File: config.mk
export PLATFORM = sky130hd
export DESIGN_NAME = mole_scheduler_flat
export DESIGN_NICKNAME = d
export VERILOG_FILES = /design/src/rtl/mole_scheduler_if.sv /design/src/rtl/mole_scheduler.sv /design/src/flat_wrapper.sv
export SDC_FILE = /design/constraint.sdc
export NUM_CORES = 1
export LEC_CHECK = 0
export ABC_CLOCK_PERIOD_IN_PS = 7700
export CELL_PAD_IN_SITES_DETAIL_PLACEMENT = 1
export CELL_PAD_IN_SITES_GLOBAL_PLACEMENT = 2
export CORE_UTILIZATION = 34
export DETAILED_ROUTE_END_ITERATION = 12
export PLACE_DENSITY = 0.85
export SLEW_MARGIN = 10
export SYNTH_ARGS = -nofsm -noshare
export SYNTH_HDL_FRONTEND = slang
export SYNTH_SLANG_ARGS = --single-unit
File: constraint.sdc
create_clock -name clk -period 7.7 [get_ports clk]
set_input_delay 1.54 -clock clk [delete_from_list [all_inputs] [get_ports clk]]
set_output_delay 1.54 -clock clk [all_outputs]
set_load 0.01 [all_outputs]
File: src/rtl/mole_scheduler_if.sv
// Purpose: bundles the mole_scheduler game-side inputs and scoring outputs into one port.
// Latency: none, wires only.
// Backpressure: none; every signal is a level or a single-cycle pulse.
// Ports: tick_ms/start/random_value/difficulty/whack drive the scheduler;
//        mole_positions, hit/hit_count/miss/whiff pulses, totals and round status come back.
interface mole_scheduler_if;
    logic        tick_ms;
    logic        start;
    logic [10:0] random_value;
    logic [2:0]  difficulty;
    logic [8:0]  whack;
    logic [8:0]  mole_positions;
    logic        hit;
    logic [3:0]  hit_count;
    logic        miss;
    logic        whiff;
    logic [7:0]  hit_total;
    logic [7:0]  miss_total;
    logic        round_active;
    logic        round_done;

    modport master (
        output tick_ms, start, random_value, difficulty, whack,
        input  mole_positions, hit, hit_count, miss, whiff,
               hit_total, miss_total, round_active, round_done
    );

    modport slave (
        input  tick_ms, start, random_value, difficulty, whack,
        output mole_positions, hit, hit_count, miss, whiff,
               hit_total, miss_total, round_active, round_done
    );
endinterface

File: src/rtl/mole_scheduler.sv
// Purpose: whack-a-mole round scheduler: spawns moles after random gaps, ages them, scores whacks.
// Latency: all outputs registered; hit/miss/whiff/hit_count appear the cycle after the causing input.
// Backpressure: none; spawning stalls internally while the concurrent-mole limit is reached.
// Ports: clk, reset (sync, active-high); bus (slave modport) carries game inputs and score outputs.
module mole_scheduler #(
    parameter int ROUND_MOLES = 20,
    parameter int HOLES       = 9
) (
    input  logic            clk,
    input  logic            reset,
    mole_scheduler_if.slave bus
);
    typedef enum logic [2:0] {S_IDLE, S_GAP, S_SPAWN, S_DRAIN, S_DONE} state_t;

    typedef struct packed {
        logic [10:0] gap_base;
        logic [10:0] life;
        logic [3:0]  max_up;
    } diff_cfg_t;

    function automatic diff_cfg_t decode_diff(input logic [2:0] d);
        diff_cfg_t c;
        case (d)
            3'b001:  c = '{gap_base: 11'd800, life: 11'd1200, max_up: 4'd1};
            3'b010:  c = '{gap_base: 11'd600, life: 11'd900,  max_up: 4'd2};
            3'b100:  c = '{gap_base: 11'd400, life: 11'd600,  max_up: 4'd3};
            default: c = '{gap_base: 11'd700, life: 11'd1000, max_up: 4'd2};
        endcase
        return c;
    endfunction

    function automatic logic [3:0] popcount(input logic [HOLES-1:0] v);
        logic [3:0] n;
        n = '0;
        for (int i = 0; i < HOLES; i++) n = n + {3'b000, v[i]};
        return n;
    endfunction

    state_t             state_q, state_d;
    logic [2:0]         diff_q, diff_d;
    logic [5:0]         spawns_left_q, spawns_left_d;
    logic [10:0]        gap_cnt_q, gap_cnt_d;
    logic [10:0]        life_q [HOLES];
    logic [10:0]        life_d [HOLES];
    logic [HOLES-1:0]   pos_q, pos_d;
    logic               hit_q, hit_d;
    logic [3:0]         hit_count_q, hit_count_d;
    logic               miss_q, miss_d;
    logic               whiff_q, whiff_d;
    logic [7:0]         hit_total_q, hit_total_d;
    logic [7:0]         miss_total_q, miss_total_d;

    diff_cfg_t          cfg_now, cfg_lat;
    logic [3:0]         cand, up_cnt, hit_n, miss_n, spawn_idx;
    logic [4:0]         probe;
    logic               spawn_found, spawn_en, ev_en;
    logic [HOLES-1:0]   hit_vec, exp_vec, whiff_vec;
    logic [8:0]         sum_h, sum_m;
    logic               unused_rv_hi;

    assign unused_rv_hi = ^bus.random_value[10:8];

    always_comb begin
        state_d       = state_q;
        diff_d        = diff_q;
        spawns_left_d = spawns_left_q;
        gap_cnt_d     = gap_cnt_q;
        life_d        = life_q;
        pos_d         = pos_q;
        hit_total_d   = hit_total_q;
        miss_total_d  = miss_total_q;
        hit_d         = 1'b0;
        hit_count_d   = '0;
        miss_d        = 1'b0;
        whiff_d       = 1'b0;
        hit_vec       = '0;
        exp_vec       = '0;
        whiff_vec     = '0;
        hit_n         = '0;
        miss_n        = '0;
        sum_h         = '0;
        sum_m         = '0;
        spawn_en      = 1'b0;
        cfg_now       = decode_diff(bus.difficulty);
        cfg_lat       = decode_diff(diff_q);
        up_cnt        = popcount(pos_q);

        // Fold the 4-bit random candidate onto 0..8, then walk upward (wrapping)
        // to the first hole that is free in the registered occupancy.
        cand = (bus.random_value[3:0] >= 4'd9) ? (bus.random_value[3:0] - 4'd9)
                                               : bus.random_value[3:0];
        spawn_found = 1'b0;
        spawn_idx   = '0;
        probe       = '0;
        for (int k = 0; k < HOLES; k++) begin
            probe = {1'b0, cand} + 5'(k);
            if (probe >= 5'(HOLES)) probe = probe - 5'(HOLES);
            if (!spawn_found && !pos_q[probe[3:0]]) begin
                spawn_found = 1'b1;
                spawn_idx   = probe[3:0];
            end
        end

        case (state_q)
            S_IDLE: if (bus.start) begin
                state_d       = S_GAP;
                diff_d        = bus.difficulty;
                spawns_left_d = 6'(ROUND_MOLES);
                hit_total_d   = '0;
                miss_total_d  = '0;
                gap_cnt_d     = cfg_now.gap_base + {3'b000, bus.random_value[7:0]};
            end
            S_GAP: if (bus.tick_ms) begin
                if (gap_cnt_q == 11'd1) state_d = S_SPAWN;
                else                    gap_cnt_d = gap_cnt_q - 11'd1;
            end
            S_SPAWN: if (up_cnt < cfg_lat.max_up && spawn_found) begin
                spawn_en      = 1'b1;
                spawns_left_d = spawns_left_q - 6'd1;
                if (spawns_left_q == 6'd1) begin
                    state_d = S_DRAIN;
                end else begin
                    state_d   = S_GAP;
                    gap_cnt_d = cfg_lat.gap_base + {3'b000, bus.random_value[7:0]};
                end
            end
            S_DRAIN: if (pos_q == '0) state_d = S_DONE;
            S_DONE:  state_d = S_IDLE;
            default: state_d = S_IDLE;
        endcase

        // Scoring is suppressed on the DRAIN->DONE edge so that no pulse can land in DONE.
        ev_en = (state_q == S_GAP || state_q == S_SPAWN || state_q == S_DRAIN)
                && (state_d != S_DONE);

        if (ev_en) begin
            for (int i = 0; i < HOLES; i++) begin
                // A whack wins over a same-cycle expiry on the same hole.
                if (bus.whack[i]) begin
                    if (pos_q[i]) begin
                        hit_vec[i] = 1'b1;
                        pos_d[i]   = 1'b0;
                    end else begin
                        whiff_vec[i] = 1'b1;
                    end
                end else if (pos_q[i] && bus.tick_ms) begin
                    if (life_q[i] == 11'd1) begin
                        exp_vec[i] = 1'b1;
                        pos_d[i]   = 1'b0;
                    end else begin
                        life_d[i] = life_q[i] - 11'd1;
                    end
                end
            end
            if (spawn_en) begin
                pos_d[spawn_idx]  = 1'b1;
                life_d[spawn_idx] = cfg_lat.life;
            end
            hit_n        = popcount(hit_vec);
            miss_n       = popcount(exp_vec);
            hit_d        = |hit_vec;
            hit_count_d  = hit_n;
            miss_d       = |exp_vec;
            whiff_d      = |whiff_vec;
            sum_h        = {1'b0, hit_total_q} + {5'b0, hit_n};
            sum_m        = {1'b0, miss_total_q} + {5'b0, miss_n};
            hit_total_d  = sum_h[8] ? 8'hFF : sum_h[7:0];
            miss_total_d = sum_m[8] ? 8'hFF : sum_m[7:0];
        end
    end

    always_ff @(posedge clk) begin
        if (reset) begin
            state_q       <= S_IDLE;
            diff_q        <= '0;
            spawns_left_q <= '0;
            gap_cnt_q     <= '0;
            life_q        <= '{default: '0};
            pos_q         <= '0;
            hit_q         <= 1'b0;
            hit_count_q   <= '0;
            miss_q        <= 1'b0;
            whiff_q       <= 1'b0;
            hit_total_q   <= '0;
            miss_total_q  <= '0;
        end else begin
            state_q       <= state_d;
            diff_q        <= diff_d;
            spawns_left_q <= spawns_left_d;
            gap_cnt_q     <= gap_cnt_d;
            life_q        <= life_d;
            pos_q         <= pos_d;
            hit_q         <= hit_d;
            hit_count_q   <= hit_count_d;
            miss_q        <= miss_d;
            whiff_q       <= whiff_d;
            hit_total_q   <= hit_total_d;
            miss_total_q  <= miss_total_d;
        end
    end

    assign bus.mole_positions = pos_q;
    assign bus.hit            = hit_q;
    assign bus.hit_count      = hit_count_q;
    assign bus.miss           = miss_q;
    assign bus.whiff          = whiff_q;
    assign bus.hit_total      = hit_total_q;
    assign bus.miss_total     = miss_total_q;
    assign bus.round_active   = (state_q == S_GAP) || (state_q == S_SPAWN) || (state_q == S_DRAIN);
    assign bus.round_done     = (state_q == S_DONE);
endmodule

File: src/flat_wrapper.sv
// flat-port wrapper written by rule: the top's interface ports become plain ports
module mole_scheduler_flat 
#(
    parameter int ROUND_MOLES = 20,
    parameter int HOLES       = 9
)
  (clk, reset, bus_tick_ms, bus_start, bus_random_value, bus_difficulty, bus_whack, bus_mole_positions, bus_hit, bus_hit_count, bus_miss, bus_whiff, bus_hit_total, bus_miss_total, bus_round_active, bus_round_done);
  mole_scheduler_if bus_i ();
  input  logic clk;
  input  logic reset;
  input wire logic [$bits(bus_i.tick_ms)-1:0] bus_tick_ms;
  input wire logic [$bits(bus_i.start)-1:0] bus_start;
  input wire logic [$bits(bus_i.random_value)-1:0] bus_random_value;
  input wire logic [$bits(bus_i.difficulty)-1:0] bus_difficulty;
  input wire logic [$bits(bus_i.whack)-1:0] bus_whack;
  output wire logic [$bits(bus_i.mole_positions)-1:0] bus_mole_positions;
  output wire logic [$bits(bus_i.hit)-1:0] bus_hit;
  output wire logic [$bits(bus_i.hit_count)-1:0] bus_hit_count;
  output wire logic [$bits(bus_i.miss)-1:0] bus_miss;
  output wire logic [$bits(bus_i.whiff)-1:0] bus_whiff;
  output wire logic [$bits(bus_i.hit_total)-1:0] bus_hit_total;
  output wire logic [$bits(bus_i.miss_total)-1:0] bus_miss_total;
  output wire logic [$bits(bus_i.round_active)-1:0] bus_round_active;
  output wire logic [$bits(bus_i.round_done)-1:0] bus_round_done;
  assign bus_i.tick_ms = bus_tick_ms;
  assign bus_i.start = bus_start;
  assign bus_i.random_value = bus_random_value;
  assign bus_i.difficulty = bus_difficulty;
  assign bus_i.whack = bus_whack;
  assign bus_mole_positions = bus_i.mole_positions;
  assign bus_hit = bus_i.hit;
  assign bus_hit_count = bus_i.hit_count;
  assign bus_miss = bus_i.miss;
  assign bus_whiff = bus_i.whiff;
  assign bus_hit_total = bus_i.hit_total;
  assign bus_miss_total = bus_i.miss_total;
  assign bus_round_active = bus_i.round_active;
  assign bus_round_done = bus_i.round_done;
  mole_scheduler #(.ROUND_MOLES(ROUND_MOLES), .HOLES(HOLES)) u_core (.clk(clk), .reset(reset), .bus(bus_i));
endmodule
## Word level (Yosys, flattened, before mapping)

Cells that the tools add are included.

| storage, ports and cells | value |
|---|---|
| input port bits | 27 |
| word-level logic and storage cells | 424 |
| register bits after elaboration | 154 |
| output and inout port bits | 34 |

| cells by class | value |
|---|---|
| multiplexer cells | 241 |
| equal/unequal tests | 27 |
| reduce and logical (&&, ||, !) cells | 52 |
| add/sub/neg operators | 57 |
| $lt $le $gt $ge | 24 |
| bitwise gates (word level) | 3 |

Operators by type and width:

| cell | count |
|---|---|
| $mux W11 | 42 |
| $pmux W25 S3 | 2 |
| $mux W1 | 147 |
| $eq A11 B1 Y1 const B | 10 |
| $sub A11 B1 Y11 const B | 10 |
| $bwmux W99 | 1 |
| $mux W99 | 1 |
| $add A4 B1 Y4 | 21 |
| $mux W4 | 19 |
| $lt A4 B5 Y1 const B | 10 |
| $mux W8 | 6 |
| $demux W11 S4 | 1 |
| $ge A5 B4 Y1 const B | 8 |
| $sub A4 B4 Y4 const B | 10 |
| $bmux W1 S4 | 9 |
| $pmux W11 S3 | 1 |
| $reduce_or A9 Y1 | 3 |
| $add A10 B8 Y11 | 2 |
| $logic_and A1 B1 Y1 | 21 |
| $add A4 B3 Y5 const B | 4 |
| $add A8 B4 Y9 | 2 |
| $logic_not A1 Y1 | 15 |
| $mux W3 | 5 |
| $eq A3 B2 Y1 const B | 4 |
| other kinds (34) | 50 |

## Longest topological paths before layout

| logic depth | value |
|---|---|
| depth after elaboration | 48 |
| depth in mapped cells | 29 |

## Least setup slack after synthesis

No wires, ideal clock.

| timing | value |
|---|---|
| path type | input -> register |
| start | input bus_random_value[0] |
| end | register u_core.life_q[40] in the netlist's numbering |
| path slack | 134 ps |
| cell stages on the path | 26 |
| arrival | 7434 ps |
| library setup time | 132 ps |
| cell sequence | buf_2 > inv_1 > ha_1 > nor3b_4 > o211a_4 > buf_4 > buf_4 > buf_2 > buf_2 > ha_1 > clkbuf_1 > or2_2 > a2111oi_0 > nor4_1 > xnor2_1 > mux4_2 > o21ai_4 > nor2b_4 > or3_1 > a221oi_2 > nor2_1 > buf_4 > nor3b_4 > buf_6 > mux2i_1 > a21oi_1 |

| between the ends | value |
|---|---|
| longest elaborated chain between the ends | 38 |
| elaborated cells between the ends (all ways) | 112 |
| those cells by class | add/sub: 18; order compare: 12; eq/ne: 1; mux: 54; bitwise: 1; reduce/logical: 26 |

RTL lines:

| item | RTL line | source |
|---|---|---|
| start, declared | flat_wrapper.sv:13 | `input wire logic [$bits(bus_i.random_value)-1:0] bus_random_value;` |
| $sub A4 B4 Y4 or $ge A4 B4 Y1 (tied branches) | mole_scheduler.sv:90 | `cand = (bus.random_value[3:0] >= 4'd9) ? (bus.random_value[3:0] - 4'd9)` |
| $mux W4 (*) | mole_scheduler.sv:90 |  |
| $add A4 B1 Y5 | mole_scheduler.sv:96 | `probe = {1'b0, cand} + 5'(k);` |
| $sub A4 B4 Y4 or $ge A5 B4 Y1 (tied branches) | mole_scheduler.sv:97 | `if (probe >= 5'(HOLES)) probe = probe - 5'(HOLES);` |
| $mux W4 | mole_scheduler.sv:97 |  |
| $bmux W1 S4 | mole_scheduler.sv:98 | `if (!spawn_found && !pos_q[probe[3:0]]) begin` |
| $mux W1 (implied by the code) | mole_scheduler.sv:98 |  |
| $logic_not A1 Y1 | mole_scheduler.sv:98 |  |
| (+22 left out) | - |  |
| $mux W4 | mole_scheduler.sv:98 |  |
| $not A4 Y5 (implied by the code) | mole_scheduler.sv:157 | `life_d[spawn_idx] = cfg_lat.life;` |
| $ge A5 B5 Y1 (implied by the code) or $lt A5 B1 Y1 (tied branches) | mole_scheduler.sv:157 |  |
| $logic_and A1 B1 Y1 (implied by the code) | mole_scheduler.sv:157 |  |
| $mux W11 (implied by the code) | mole_scheduler.sv:157 |  |
| $demux W11 S4 | mole_scheduler.sv:157 |  |
| $bwmux W99 | mole_scheduler.sv:157 |  |
| $mux W99 | mole_scheduler.sv:155 | `if (spawn_en) begin` |
| end signal, assigned | mole_scheduler.sv:191 | `life_q <= life_d;` |
| end, declared | mole_scheduler.sv:43 | `logic [10:0] life_q [HOLES];` |

Mark *: on every way between the ends. The rest lies on a longest branch, timed or not. The select of a mux whose other input is x is not followed.
A chain may end at the register's enable or synchronous reset.

## Final worst setup path

| timing | value |
|---|---|
| start | input bus_random_value[0] |
| end | register u_core.life_q[27] in the netlist's numbering |

The elaborated chain is that of the path after synthesis.

==> results_dict.tcl <==
set metrics [dict create \
    clk_pin_slew_ps 60 \
    status "complete, no violations" \
    synth_top_family_by_area "simple AND/OR/NAND/NOR gates" \
    critPathMostFrequentCell "buf_4" \
    row_count 76 \
    synth-simple-area-share_pct 28.60 \
    synth_cell_type_count 117 \
    port_buffers 57 \
    worstSetupStartpoint "bus_random_value[0]" \
    place_congestion 0.9290 \
    worst_path_max_delay_cell "nor4_1" \
    clock_skew_ps 16.81 \
    crit_path_end_kind "register" \
    rsz0062_at_grt "false" \
    vias_per_cell 6.055 \
    firstDrtPassIters 5 \
    tritoncts "built" \
    drv_slew 0 \
    relSlewSlack_pct 25.00 \
    min_path_type "register to register" \
    diodes 0 \
    leakage_nw 6.725 \
    cp.required_ps 8080 \
    cp.arrival_ps 7850 \
    ys_warn_count 0 \
    synthMuxAreaShare_pct 4.602 \
    fillers 5327 \
    hold_violations 0 \
    dp_hpwl_um 43330 \
    max-vdd-ir-drop_v 0.0001179 \
    grt_max_degree 85 \
    async_reset_ff_share_pct 0 \
    layout.nets 2255 \
    die_y_um 211.9 \
    cts_buffers 17 \
    critPathLaunchType "primary input" \
    ant_nets 0 \
    cp-endpoint "u_core.life_q[27]$_SDFFE_PP0P_" \
    coreArea_um2 43270 \
    syn-cell-area_um2 14980 \
    worst_pin_slew_ps 1115 \
    io_pins 61 \
    htreeDepth 4 \
    drive_gt1_share_pct 13.68 \
    vias 16510 \
    syn_area_per_cell_um2 7.428 \
    setup-tns-final_ps 0 \
    p_total_w 0.002621 \
    ff2ff_setup_slack_ps 1570 \
    ys_ff_latch 154 \
    syn_nets 2141 \
    grt_pass1_wl_um 93170 \
    power_density_nw_per_um2 149.0 \
    reg2reg_depth 21 \
    drt_iter0_drc 1006 \
    regArea_um2 3083 \
    cp_max_fo 11 \
    finalCoreUtilization_pct 40.64 \
    drcViolationCount 0 \
    final_cell_area_um2 17580 \
    ys_seq_area_share_pct 20.58 \
    post-place-ws_ps -86.62 \
    r2r-start "u_core.life_q[91]$_SDFFE_PP0P_" \
    drv_cap 0 \
    areaGrowthSynthToFinish_pct 17.36 \
    grt_pass1_vias 16830 \
    die_w_um 211.9 \
    slowest_delay_ps 910 \
    multiInputGateArea_um2 11020 \
    synthFlopType "dfxtp_1" \
    min_from "u_core.bus.hit_total[2]$_SDFFE_PP0P_" \
    synth_adder_area_share_pct 9.003 \
    max_freq_mhz 133.8 \
    track_usage_pct 26.29 \
    synth-compound-area-share_pct 28.27 \
    cts.repair.resized 0 \
    synth_xor_xnor_area_share_pct 2.865 \
    clockBufferDepth 2 \
    grt_overflow 0 \
    period_minus_slack_ps 7473 \
    whs_path_depth 2 \
    start_util_pct 34.63 \
    cts_setup_buffers 0 \
    wl_um 58540 \
    setup_viol 0 \
    synthCells 2017 \
    hold_buffers 0 \
    antenna_found_initial 0 \
    wl_per_cell_um 21.47 \
    dieArea_um2 44910 \
    cts_root_buf "clkbuf_16" \
    reg2reg_to "u_core.bus.miss_total[3]$_SDFFE_PP0P_" \
    clkSinkCount 154 \
    fin_crit_sh_pct 97.05 \
    layout_setup_ws_ps 227.4 \
    worstSkewPairLatency_ps 460 \
    synth-edff-count 0 \
    post_dp_cell_area_um2 17020 \
    critical_path_class "primary input to register" \
]
## worst min path at each step
stage	slack, ps	end
final	460	u_core.bus.hit_total[2]$_SDFFE_PP0P_
after global routing	500	u_core.bus.hit_total[2]$_SDFFE_PP0P_
after CTS	470	u_core.bus.hit_total[2]$_SDFFE_PP0P_
after detailed placement	460	u_core.bus.hit_total[2]$_SDFFE_PP0P_
after global placement	440	u_core.life_q[83]$_SDFFE_PP0P_
after floorplan	430	u_core.life_q[83]$_SDFFE_PP0P_
## area by class of cell
type,instances,share of cell area (%)
multi-input cells,1645,62.66
flip-flops and latches,154,17.53
repair buffers,220,10.47
well taps,585,4.163
clock buffers,21,2.676
inverters,93,1.985
clock inverters,9,0.5123
## cell usage in the layout, fill, tap and decap left out, types with 19 or more instances in the layout
cell type        Yosys  final
mux2i_1             37     37
or3_1               38     38
clkdlybuf4s50_1      0     56
buf_4                8    160
dfxtp_1            154    154
o211ai_1            30     30
nand4_1             22     22
o21ai_0            101    101
nor3_1             105    104
nor4_1              30     30
a21oi_1            197    197
nor2_1             125    125
nand3_1             82     82
and3_1              22     22
a31oi_1             53     53
nor2b_1             20     20
mux2_2              19     19
a21o_1              35     35
xnor2_1             40     40
ha_1                79     79
inv_1               86     86
nand2b_1            26     26
nand2_1            198    197
a211oi_1            20     20
## flip-flops by register name, indices dropped and copies added (netlist names)
register                   cells
u_core.bus.miss                1
u_core.bus.hit                 1
u_core.bus.hit_count           4
u_core.diff_q                  3
u_core.bus.whiff               1
u_core.gap_cnt_q              11
u_core.life_q                 99
u_core.bus.mole_positions      9
u_core.state_q                 3
u_core.spawns_left_q           6
u_core.bus.hit_total           8
u_core.bus.miss_total          8
## cell usage after synthesis (all sizes together) (35+ instances only)
cell | n | area (um^2)
a31oi | 54 | 344.1
xnor2 | 40 | 350.3
o21ai | 114 | 589.3
nand3 | 85 | 447.9
clkbuf | 88 | 330.3
nor3 | 106 | 535.5
inv | 89 | 334.1
or3 | 38 | 237.7
nand2 | 198 | 743.2
nor2 | 127 | 481.7
dfxtp | 154 | 3083
a21oi | 200 | 1027
ha | 79 | 988.5
buf | 37 | 231.5
mux2i | 37 | 370.4
a21o | 35 | 262.8
## worst max-delay path, delay by kind of cell
family / cells / cell delay (ps)
and+or+nand+nor: 4 / 1410
muxes: 1 / 350
adders and majority gates: 2 / 570
AOI/OAI and AO/OA: 11 / 2180
buffers and inverters: 8 / 1790
## routing by layer
metal	vias to the layer above	track usage [%]	part of all wire, %
li1	7712	-	-
met3	116	3.204	4.6
met1	8267	34.29	46
met5	-	0	0
met2	418	44.27	47
met4	0	9.420	3.0
## per-stage QoR
| stage | std cells | hold WS [ps] |
|---|---|---|
| floorplan | 2017 | 430.0 |
| global placement | 2697 | 442.2 |
| detailed placement | 2697 | 458.9 |
| CTS | 2727 | 469.2 |
| global route | 2727 | 497.8 |
| finish | 2727 | 463.7 |
## where the power goes
| part | leakage, nW | switching (W) | internal [W] | total (W) |
|---|---|---|---|---|
| combinational | 5.21 | 0.000596 | 0.000350 | 0.000946 |
| clock | 0.272 | 0.000378 | 0.000469 | 0.000847 |
| sequential | 1.24 | 0.0000167 | 0.000811 | 0.000828 |
| total | 6.72 | 0.000990 | 0.00163 | 0.00262 |
## cells by family after synthesis
family                     count (synthesis)
buffers and inverters                    218
DFF                                      154
muxes                                     63
and+or+nand+nor                          805
xor gates and xnor gates                  49
AOI/OAI and AO/OA                        631
adders and majority gates                 97
Power figures use the tool's default switching activity.
